--- src/rtl/pong_match_sequencer.sv ---
// Pong match controller: attract/serve/rally/point/over sequencing, scores and per-frame physics gating.
// Optional PONG_AUTO_RESTART_EN: OVER times out back to ATTRACT after 4*POINT_FRAMES frames.
module pong_match_sequencer #(
  parameter int unsigned WIN_SCORE    = 7,
  parameter int unsigned SERVE_FRAMES = 60,
  parameter int unsigned POINT_FRAMES = 30,
  parameter int unsigned BLINK_FRAMES = 8
) (
  input  logic       clk_0,
  input  logic       rst,
  input  logic       v_sync,
  input  logic       start,
  input  logic       goal_p1,
  input  logic       goal_p2,
  output logic       frame_tick,
  output logic       ball_run,
  output logic       serve_dir,
  output logic       sq_shown,
  output logic [3:0] score_p1,
  output logic [3:0] score_p2,
  output logic       game_startup,
  output logic       game_over
);

  localparam int unsigned SCORE_W = 4;
  localparam int unsigned CNT_W   = 10;
  localparam int unsigned BLINK_W = 8;

  localparam logic [CNT_W-1:0]   SERVE_LAST = CNT_W'(SERVE_FRAMES - 1);
  localparam logic [CNT_W-1:0]   POINT_LAST = CNT_W'(POINT_FRAMES - 1);
  localparam logic [BLINK_W-1:0] BLINK_LAST = BLINK_W'(BLINK_FRAMES - 1);
  localparam logic [SCORE_W-1:0] WIN_VAL    = SCORE_W'(WIN_SCORE);
`ifdef PONG_AUTO_RESTART_EN
  localparam logic [CNT_W-1:0]   OVER_LAST  = CNT_W'(4 * POINT_FRAMES - 1);
`endif

  typedef enum logic [2:0] {
    ST_ATTRACT,
    ST_SERVE,
    ST_RALLY,
    ST_POINT,
    ST_OVER
  } state_e;

  state_e               state_q, state_d;
  logic                 vs_q, vs_d;
  logic                 vs_prev_q, vs_prev_d;
  logic                 frame_tick_q, frame_tick_d;
  logic                 start_q, start_d;
  logic [CNT_W-1:0]     cnt_q, cnt_d;
  logic [BLINK_W-1:0]   blink_q, blink_d;
  logic                 sq_q, sq_d;
  logic                 ball_run_q, ball_run_d;
  logic                 serve_dir_q, serve_dir_d;
  logic [SCORE_W-1:0]   score_p1_q, score_p1_d;
  logic [SCORE_W-1:0]   score_p2_q, score_p2_d;
  logic                 game_startup_q, game_startup_d;
  logic                 game_over_q, game_over_d;

  logic                 start_rise_c;
  logic [SCORE_W-1:0]   p1_next_c;
  logic [SCORE_W-1:0]   p2_next_c;

  assign start_rise_c = start & ~start_q;
  assign p1_next_c    = score_p1_q + SCORE_W'(1);
  assign p2_next_c    = score_p2_q + SCORE_W'(1);

  // Next-state and next-output logic; every state entry clears the frame counters.
  always_comb begin
    vs_d           = v_sync;
    vs_prev_d      = vs_q;
    frame_tick_d   = vs_prev_q & ~vs_q;
    start_d        = start;
    state_d        = state_q;
    cnt_d          = cnt_q;
    blink_d        = blink_q;
    sq_d           = sq_q;
    serve_dir_d    = serve_dir_q;
    score_p1_d     = score_p1_q;
    score_p2_d     = score_p2_q;
    ball_run_d     = 1'b0;
    game_startup_d = 1'b0;
    game_over_d    = 1'b0;

    case (state_q)
      ST_ATTRACT: begin
        if (start_rise_c) begin
          state_d     = ST_SERVE;
          cnt_d       = '0;
          blink_d     = '0;
          sq_d        = 1'b1;
          score_p1_d  = '0;
          score_p2_d  = '0;
          serve_dir_d = 1'b0;
        end
      end
      ST_SERVE: begin
        if (frame_tick_q) begin
          if (cnt_q == SERVE_LAST) begin
            state_d = ST_RALLY;
            cnt_d   = '0;
            blink_d = '0;
          end else begin
            cnt_d = cnt_q + CNT_W'(1);
            if (blink_q == BLINK_LAST) begin
              blink_d = '0;
              sq_d    = ~sq_q;
            end else begin
              blink_d = blink_q + BLINK_W'(1);
            end
          end
        end
      end
      ST_RALLY: begin
        // Player 1 wins a tie; the player who conceded receives the next serve.
        if (goal_p1) begin
          score_p1_d  = p1_next_c;
          serve_dir_d = 1'b1;
          cnt_d       = '0;
          state_d     = (p1_next_c == WIN_VAL) ? ST_OVER : ST_POINT;
        end else if (goal_p2) begin
          score_p2_d  = p2_next_c;
          serve_dir_d = 1'b0;
          cnt_d       = '0;
          state_d     = (p2_next_c == WIN_VAL) ? ST_OVER : ST_POINT;
        end
      end
      ST_POINT: begin
        if (frame_tick_q) begin
          if (cnt_q == POINT_LAST) begin
            state_d = ST_SERVE;
            cnt_d   = '0;
            blink_d = '0;
            sq_d    = 1'b1;
          end else begin
            cnt_d = cnt_q + CNT_W'(1);
          end
        end
      end
      ST_OVER: begin
        if (start_rise_c) begin
          state_d     = ST_SERVE;
          cnt_d       = '0;
          blink_d     = '0;
          sq_d        = 1'b1;
          score_p1_d  = '0;
          score_p2_d  = '0;
          serve_dir_d = 1'b0;
        end
`ifdef PONG_AUTO_RESTART_EN
        else if (frame_tick_q) begin
          if (cnt_q == OVER_LAST) begin
            state_d    = ST_ATTRACT;
            cnt_d      = '0;
            score_p1_d = '0;
            score_p2_d = '0;
          end else begin
            cnt_d = cnt_q + CNT_W'(1);
          end
        end
`endif
      end
      default: begin
        state_d = ST_ATTRACT;
        cnt_d   = '0;
        blink_d = '0;
      end
    endcase

    // Outputs follow the state being entered so they are valid one cycle after the event.
    ball_run_d     = (state_d == ST_RALLY);
    game_startup_d = (state_d == ST_ATTRACT);
    game_over_d    = (state_d == ST_OVER);
    if (state_d != ST_SERVE) begin
      sq_d = (state_d == ST_RALLY);
    end
  end

  always_ff @(posedge clk_0 or negedge rst) begin
    if (!rst) begin
      vs_q           <= 1'b1;
      vs_prev_q      <= 1'b1;
      frame_tick_q   <= 1'b0;
      start_q        <= 1'b0;
      state_q        <= ST_ATTRACT;
      cnt_q          <= '0;
      blink_q        <= '0;
      sq_q           <= 1'b0;
      ball_run_q     <= 1'b0;
      serve_dir_q    <= 1'b0;
      score_p1_q     <= '0;
      score_p2_q     <= '0;
      game_startup_q <= 1'b1;
      game_over_q    <= 1'b0;
    end else begin
      vs_q           <= vs_d;
      vs_prev_q      <= vs_prev_d;
      frame_tick_q   <= frame_tick_d;
      start_q        <= start_d;
      state_q        <= state_d;
      cnt_q          <= cnt_d;
      blink_q        <= blink_d;
      sq_q           <= sq_d;
      ball_run_q     <= ball_run_d;
      serve_dir_q    <= serve_dir_d;
      score_p1_q     <= score_p1_d;
      score_p2_q     <= score_p2_d;
      game_startup_q <= game_startup_d;
      game_over_q    <= game_over_d;
    end
  end

  assign frame_tick   = frame_tick_q;
  assign ball_run     = ball_run_q;
  assign serve_dir    = serve_dir_q;
  assign sq_shown     = sq_q;
  assign score_p1     = score_p1_q;
  assign score_p2     = score_p2_q;
  assign game_startup = game_startup_q;
  assign game_over    = game_over_q;

endmodule

--- config.mk ---
export PLATFORM = sky130hd
export DESIGN_NAME = pong_match_sequencer
export DESIGN_NICKNAME = d
export VERILOG_FILES = /design/src/rtl/pong_match_sequencer.sv
export SDC_FILE = /design/constraint.sdc
export NUM_CORES = 1
export LEC_CHECK = 0
export CAP_MARGIN = 0
export CORE_ASPECT_RATIO = 0.9
export CORE_MARGIN = 5
export CORE_UTILIZATION = 45
export CTS_CLUSTER_DIAMETER = 80
export CTS_CLUSTER_SIZE = 20
export DETAILED_ROUTE_END_ITERATION = 12
export PLACE_DENSITY = 0.65
export SYNTH_ARGS = -nofsm -noshare
export SYNTH_HDL_FRONTEND = slang
export SYNTH_SLANG_ARGS = --single-unit
--- constraint.sdc ---
create_clock -name clk_0 -period 2.55 [get_ports clk_0]
set_input_delay 0.255 -clock clk_0 [delete_from_list [all_inputs] [get_ports clk_0]]
set_output_delay 0.255 -clock clk_0 [all_outputs]
set_load 0.02 [all_outputs]
# Word-level counts from Yosys, hierarchy flattened
# Cells that the tools add are included.
[totals]
reg_bits = 38
latchBits = 0
ram_bits = 0
romBits = 0
inputBits = 6
output_inout_bits = 14
wordCells = 104
n_memories = 0
[classes]
n_addsub = 4
multipliers = 0
div = 0
magnitude_cmp = 0
eq_ne = 26
shifts = 0
n_mux = 43
n_bitwise = 6
n_reduce_logical = 11
[ops]
columns = ["cell", "n"]
rows = [
  ["two-way mux 10 bit", 7],
  ["two-way mux 8 bit", 6],
  ["one-hot mux 10 bit (4 select lines)", 1],
  ["one-hot mux 8 bit (4 select lines)", 1],
  ["two-way mux 3 bit", 9],
  ["inequality test 3 bit (second input constant)", 6],
  ["two-way mux 4 bit", 4],
  ["one-hot mux 4 bit (2 select lines)", 2],
  ["inequality test 2 bit (second input constant)", 6],
  ["one-hot mux 3 bit (4 select lines)", 1],
  ["adder 10 x 1 -> 10 bit (second input constant)", 1],
  ["== test 10 x 5 -> 1 bit (second input constant)", 1],
  ["== test 10 x 6 -> 1 bit (second input constant)", 1],
  ["two-way mux 1 bit", 10],
  ["== test 3 x 2 -> 1 bit (second input constant)", 3],
  ["adder 4 x 1 -> 4 bit (second input constant)", 2],
  ["adder 8 x 1 -> 8 bit (second input constant)", 1],
  ["== test 4 x 3 -> 1 bit (second input constant)", 2],
  ["== test 8 x 3 -> 1 bit (second input constant)", 1],
  ["AND reduction 4 bit", 2],
  ["AND reduction 7 bit", 1],
  ["== test 3 bit (second input constant)", 2],
  ["logical NOT 3 bit", 2],
  ["inequality test 3 x 1 -> 1 bit (second input constant)", 2],
  ["11 further kinds", 16],
]

# Logic depth before layout (Yosys ltp)
# Gate-level depths: netlist of the first run.
[depth]
depth_word = 9
ltp_mapped = 9
depth_no_buf = 8

# Worst setup path after synthesis of the first run
# OpenSTA, ideal clock, no wires.
[synth_path]
path_type = "register to register"
start = "reg cnt_q[0]"
end = "reg blink_q[4]"
arrival_time_ps = 2081
required_time_ps = 2485
slack_ps = 404
stages_incl_launch_ff = 8
path_buffers = 0
synth_period_minus_slack_ps = 2146
path_cell_list = "dfrtp_1 ha_1 and3b_4 a311oi_1 nand2b_1 or2_4 or3b_1 nand2_1"
[synth_via]
elab_chain_len = 4
elab_cells_between_ends = 7
[synth_rtl]
columns = ["item", "line", "text"]
rows = [
  ["from (decl)", "50", "logic [CNT_W-1:0] cnt_q, cnt_d;"],
  ["from (signal assigned)", "201", "cnt_q <= cnt_d;"],
  ["== test 10 x 6 -> 1 bit", "99", "if (cnt_q == SERVE_LAST) begin"],
  ["two-way mux 8 bit", "99", ""],
  ["two-way mux 8 bit", "98", "if (frame_tick_q) begin"],
  ["one-hot mux 8 bit (4 select lines)", "85", "case (state_q)"],
  ["to (signal assigned)", "202", "blink_q <= blink_d;"],
  ["to (decl)", "51", "logic [BLINK_W-1:0] blink_q, blink_d;"],
]
# Parallel ways exist; a longest one is shown, timed or not. The select of a mux whose other input is x is not followed.
# A chain may end at the register's enable or synchronous reset.

# Final worst setup path of the first run
[layout_path]
start = "reg score_p2_q[0] (netlist: score_p2[0])"
end = "reg sq_q (netlist: sq_shown)"
[layout_via]
elab_cells_between_ends = 17
[layout_lines]
columns = ["item", "line", "text"]
rows = [
  ["from (decl)", "56", "logic [SCORE_W-1:0] score_p2_q, score_p2_d;"],
  ["from (signal assigned)", "207", "score_p2_q <= score_p2_d;"],
  ["adder 4 x 1 -> 4 bit", "66", "assign p2_next_c = score_p2_q + SCORE_W'(1);"],
  ["== test 4 x 3 -> 1 bit", "125", "state_d = (p2_next_c == WIN_VAL) ? ST_OVER : ST_POINT;"],
  ["two-way mux 3 bit", "125", ""],
  ["two-way mux 3 bit", "121", "end else if (goal_p2) begin"],
  ["two-way mux 3 bit", "116", "if (goal_p1) begin"],
  ["one-hot mux 3 bit (4 select lines)", "85", ""],
  ["== test 3 x 2 -> 1 bit", "n/a", ""],
  ["named net ball_run_d", "53", "logic ball_run_q, ball_run_d;"],
  ["two-way mux 1 bit", "174", "if (state_d != ST_SERVE) begin"],
  ["to (signal assigned)", "203", "sq_q <= sq_d;"],
  ["to (decl)", "52", "logic sq_q, sq_d;"],
]
# The timed path passes the listed nets, and every way through them passes these cells.

==> results of run 1 <==
==> worst reg2reg max path: stages (launching register included) <==
cell	delay, ns
dfrtp_1	0.46
inv_1	0.09
ha_1	0.15
nand3b_1	0.10
a2111oi_0	0.53
nor2b_1	0.10
a211oi_1	0.35
nor2_1	0.11
a31o_2	0.22
==> final timing paths <==
check | start | end
max | score_p2[0]$_DFFE_PN0P_ | sq_shown$_DFFE_PN0P_
min | rst | score_p1[1]$_DFFE_PN0P_
max reg2reg | score_p2[0]$_DFFE_PN0P_ | sq_shown$_DFFE_PN0P_
min reg2reg | vs_prev_d$_DFF_PN1_ | vs_prev_q$_DFF_PN1_
max in group asynchronous | rst | blink_q[0]$_DFFE_PN0P_
min in group clk_0 | v_sync | vs_prev_d$_DFF_PN1_
==> placed cells by master (no fill, tap or decap), types with 2 or more instances in the layout <==
| cell type | instances |
|---|---|
| ha_1 | 7 |
| a21oi_1 | 8 |
| o41ai_1 | 2 |
| nand3b_1 | 4 |
| a221o_1 | 2 |
| nor3b_1 | 2 |
| and2_1 | 3 |
| nand4_1 | 2 |
| xor2_1 | 2 |
| clkinv_2 | 2 |
| and3_1 | 6 |
| o31ai_1 | 3 |
| clkdlybuf4s50_1 | 18 |
| clkbuf_8 | 5 |
| buf_4 | 6 |
| nand2_1 | 26 |
| nor3_1 | 6 |
| inv_1 | 5 |
| o21ai_1 | 5 |
| mux2i_1 | 2 |
| nand2b_1 | 10 |
| nand3_1 | 18 |
| nor2_1 | 14 |
| dfrtp_1 | 35 |
| o21ai_0 | 31 |
| nor2b_1 | 11 |
| dfstp_2 | 3 |
==> report_power, final <==
part | leakage (nW) | internal, mW | switching (mW)
combinational | 0.507 | 0.160 | 0.174
clock | 0.0579 | 0.288 | 0.211
sequential | 0.486 | 0.694 | 0.104
total | 1.05 | 1.14 | 0.489
==> flip-flops by register name, summed over array words and instances, names as in the netlist <==
signal / count
frame_tick: 1
score_p2: 4
ball_run: 1
vs_prev_d: 1
blink_q: 8
score_p1: 4
cnt_q: 10
serve_dir: 1
sq_shown: 1
vs_prev_q: 1
start_q: 1
game_startup: 1
state_q: 3
game_over: 1
==> cell families after synthesis <==
family	Yosys count	share of synthesized area [%]
and+or+nand+nor	111	29.0
AOI/OAI and AO/OA	61	17.4
DFF	38	45.7
buffers and inverters	10	1.86
adders and majority gates	7	4.20
xor gates and xnor gates	2	0.839
muxes	2	0.959
==> cell type report <==
type | instances | area, µm²
inverter | 5 | 18.8
timing repair buffer | 25 | 230
clock buffer | 5 | 68.8
clock inverter | 3 | 40.0
multi-input combinational | 183 | 1090
tap | 62 | 77.6
sequential | 38 | 955
fill | 406 | 1980
==> routing by layer <==
layer | part of all wire, % | track usage [%] | wire [µm] | vias up
met4 | 0.79 | 4.43 | 34 | 0
met5 | 0 | 0 | 0 | -
li1 | - | - | - | 891
met1 | 53 | 22.7 | 2280 | 814
met2 | 43 | 23.2 | 1840 | 31
met3 | 3.5 | 3.63 | 149 | 4
==> metrics by stage <==
stage | setup slack [ns] | util [%] | total power [mW] | hold WS [ns] | instances
2_1_floorplan | 0.404 | - | 1.02 | -0.0406 | 231
3_3_place_gp | 0.182 | 53.2 | 1.14 | 0.358 | 313
3_5_place_dp | 0.156 | 53.2 | 1.14 | 0.361 | 313
4_1_cts | 0.329 | 55.7 | 1.65 | 0.0910 | 321
5_1_grt | 0.104 | 55.7 | 1.74 | 0.138 | 321
6_report | 0.343 | 55.7 | 1.63 | 0.0634 | 321
==> flow_summary.toml, run 1 <==
[route]
drc = 0
vias_per_cell = 5.42
totalWireLength_um = 4300
ant_nets = 0
vias = 1740
wl_per_cell_um = 13.4
drt-initial-drc-count = 98
drtPass1Iterations = 4

[clock_network]
cts_hold_buf = 0
post_cts_resized = 0
root_buffer = "clkbuf_8"
cts.path.max_buffers = 2
htree_levels = 2
cts_inserted_buffers = 5
cts.clk_slew.worst_paths_ns = 0.07
tritoncts = "done"
cts.sinks = 38
postCtsSetupRepairBufs = 0
clock_latency_ns = 0.29

[worst_setup_path]
path_cells = "inv_1, ha_1, nand3b_1, a2111oi_0, nor2b_1, a211oi_1, nor2_1, a31o_2"
slowest_delay_ns = 0.53
required_ns = 2.73
end_kind = "flop"
rrSetupSlack_ns = 0.34
path_class = "flop to flop"
crit_family = "compound AO/OA/AOI/OAI gates"
crit_slowest_cell = "a2111oi_0"
worst-path-buf-inv = 1
r2r_cells = 8
worstPathMaxFanout = 8
cp_num_cells = 8
crit_path_start_kind = "flop"
cp.arrival_ns = 2.39

[power]
p_per_area_mw_per_mm2 = 657
total_leakage_power_nw = 1.05
irDropWorstVdd_mv = 0.416

[synthesis]
synth_largest_area_cell = "dfrtp_1"
ys_ff_latch = 38
yosys-top-cells-count = "dfrtp_1 (35), o21ai_0 (31), nand2_1 (26)"
yosys_warnings = 0
yosys-top-cells-area = "dfrtp_1 (42%), o21ai_0 (7.4%), nand2_1 (4.7%), nand3_1 (4.3%), ha_1 (4.2%)"
synth_edf_count = 0
synth.most_common_cell = "dfrtp_1"
synth_top_area_share_pct = 42.0
syn_area_mm2 = 0.00209
netlist_instances = 231
ys_seq_area_share_pct = 45.7
synth_cell_types = 44
synthArstFlopShare_pct = 100
syn_area_per_cell_um2 = 9.03
synthesis.nets = 244
synth_ff_type = "dfrtp_1"

[sta]
setup-violations-final = 0
relSlewSlack_pct = 43.9
min_period_ns = 2.21
tns_ns = 0
worst_pin_slew_ns = 0.841
rsz0062_at_grt = "no"
clock_skew_ns = 0.00235
drv_slew = 0
fin_crit_sh_pct = 86.5
fmax_mhz = 453
hold_violations = 0

[place]
place_hpwl_um = 3120
place_congestion = 0.757
postPlaceCellArea_mm2 = 0.00237
port_buffers = 19

[floorplanning]
ioPinCount = 20
core-area_mm2 = 0.00446
die_h_um = 74.6
num_rows = 23
start_util_pct = 46.8
die_width_um = 81.8
dieArea_mm2 = 0.00610

[finish]
final_cell_area_mm2 = 0.00248
drive_gt1_share_pct = 8.49
syn2layout_area_growth_pct = 19.0
antenna_cells = 0
nNetsFinal = 271

[global_route]
grt_max_degree = 39
overflow = 0
grt_pass1_wl_um = 7350
grt_antenna_before_repair = 0
grt_usage_pct = 15.6
grt_pass1_vias = 1568

[worst_hold_path]
hold_class = "primary input to async pin"

[flow_run]
drv_cap = 0

[outcome]
status = "finished, final reports clean"
Power figures use the tool's default switching activity.
==> run 2: changes to the inputs <==
Settings changed: ABC_AREA set to 0, CORE_UTILIZATION 45 to 55, PLACE_DENSITY 0.65 to 0.77.
==> run 2 against run 1 <==
Global-route usage rose by 4.5 points; core utilization rose by 12 points; hold slack got worse by 0.0089 ns; power rose by 7.6%; sequential power barely moved; clock power rose by 26%; first-iteration DRC count fell by 17%; critical path type unchanged; highest routed layer unchanged.
==> flow_summary.toml, run 2 (same netlist as run 1, synthesis figures left out) <==
[route]
ant_nets = 0
drt-met1-wl_um = 2150
drc = 0
wl_met3_um = 152
wl_per_cell_um = 13.9
route.met2.wl_um = 1860
vias = 1732
drt-initial-drc-count = 81
totalWireLength_um = 4230
drtPass1Iterations = 4
vias_per_cell = 5.70
maxUsedRoutingLayer = "met4"

[finish]
nNetsFinal = 270
final_cell_mix = "dfrtp_1 (35), o21ai_0 (31), nand2_1 (26)"
antenna_cells = 0
regMostFlops = "cnt_q"
final_common_cell = "dfrtp_1"
drive_gt1_share_pct = 8.14
post-route-util_pct = 67.2
largest_reg_flops = 10
top_regs = "cnt_q x10, blink_q x8"
syn2layout_area_growth_pct = 19.3

[worst_setup_path]
worstPathMaxFanout = 8
rrSetupSlack_ns = 0.23
crit_path_start_kind = "flop"
r2r_start = "score_p2[0]$_DFFE_PN0P_"
path_class = "flop to flop"
end_kind = "flop"
required_ns = 2.74
r2r_cells = 8
cp.arrival_ns = 2.51
rr_endpoint = "sq_shown$_DFFE_PN0P_"

[sta]
min_period_ns = 2.32
relSlewSlack_pct = 45.2
hold_ws_ns = 0.0545
setup-violations-final = 0
worst_pin_slew_ns = 0.822
drv_slew = 0
tns_ns = 0
rsz0062_at_grt = "no"
clock_skew_ns = 0.00709
fmax_mhz = 430
hold_violations = 0
fin_crit_sh_pct = 91.1

[global_route]
grt_max_degree = 39
grt_usage_pct = 20.1
grt_antenna_before_repair = 0
grt_pass1_wl_um = 7800
overflow = 0
grt_pass1_vias = 1737

[outcome]
status = "finished, final reports clean"

[power]
combinationalPowerShare_pct = 18.8
p_switching_mw = 0.486
p_clk_share_pct = 35.7
switching_share_pct = 27.7
irDropWorstVdd_mv = 0.550
total_leakage_power_nw = 1.06
seqPwrFrac_pct = 45.5
cell_internal_pwr_mw = 1.27
p_per_area_mw_per_mm2 = 705

[floorplanning]
ioPinCount = 20
start_util_pct = 56.3
die_h_um = 68.4
die_width_um = 74.9
num_rows = 21
core-area_mm2 = 0.00370
dieArea_mm2 = 0.00513

[clock_network]
tritoncts = "done"
cts_hold_buf = 0
cts.path.max_buffers = 2
cts.sinks = 38
post_cts_resized = 0
cts.clk_slew.worst_paths_ns = 0.08
htree_levels = 2
postCtsSetupRepairBufs = 0
cts_inserted_buffers = 5
clock_latency_ns = 0.29
root_buffer = "clkbuf_8"

[worst_hold_path]
hold_class = "primary input to async pin"

[place]
place_hpwl_um = 3120
port_buffers = 19
place_congestion = 0.818

[flow_run]
drv_cap = 0
run 2: cell types whose count changed in the layout (fill, tap and decap cells not counted), sizes merged:
cell	delta
clkbuf	+1
buf	-1
bufinv	+1
clkinv	-2
run 2: how the worst max path moves through the flow:
stage,startpoint,to,slack [ns],cells after the start
after floorplan,cnt_q[0]$_DFFE_PN0P_,blink_q[4]$_DFFE_PN0P_,0.40,7
after global placement,goal_p1,sq_shown$_DFFE_PN0P_,0.20,7
after detailed placement,goal_p1,sq_shown$_DFFE_PN0P_,0.09,7
after CTS,score_p2[0]$_DFFE_PN0P_,sq_shown$_DFFE_PN0P_,0.23,8
after global routing,score_p2[0]$_DFFE_PN0P_,sq_shown$_DFFE_PN0P_,0.05,8
final,score_p2[0]$_DFFE_PN0P_,sq_shown$_DFFE_PN0P_,0.23,8
run 2: through the flow:
step	std cells	total power [mW]	setup slack [ns]	area (µm²)
2_1_floorplan	231	1.02	0.404	2090
3_3_place_gp	296	1.13	0.198	2350
3_5_place_dp	296	1.14	0.0940	2350
4_1_cts	304	1.77	0.226	2490
5_1_grt	304	1.87	0.0480	2490
6_report	304	1.75	0.227	2490
run 2: power groups by stage:
stage               sequential (mW)  combinational [mW]  clock (mW)
floorplan                     0.792               0.227           0
global route                  0.819               0.385       0.666
finish                        0.798               0.330       0.627
detailed placement            0.809               0.333           0
CTS                           0.798               0.334       0.636
global placement              0.804               0.325           0
run 2: worst max-delay path: stages (launching register included):
cell and delay, ns:
dfrtp_1 0.46, inv_1 0.09, ha_1 0.16, nand3b_1 0.09, a2111oi_0 0.61, nor2b_1 0.11, a211oi_1 0.38, nor2_1 0.11
a31o_2 0.22
run 2: per-layer routing:
metal  vias to the layer above  global-route usage [%]
li1                        896                       -
met1                       804                    27.8
met2                        25                    30.7
met3                         7                    3.96
met4                         0                    8.00
met5                         -                       0
run 2: layout make-up:
type	instances	area, µm²
Timing Repair Buffer	24	223
Inverter	5	18.8
Clock inverter	2	60.1
Multi-Input combinational cell	183	1090
Fill cell	303	1210
Tap cell	46	57.6
Sequential cell	38	955
Clock buffer	6	82.6
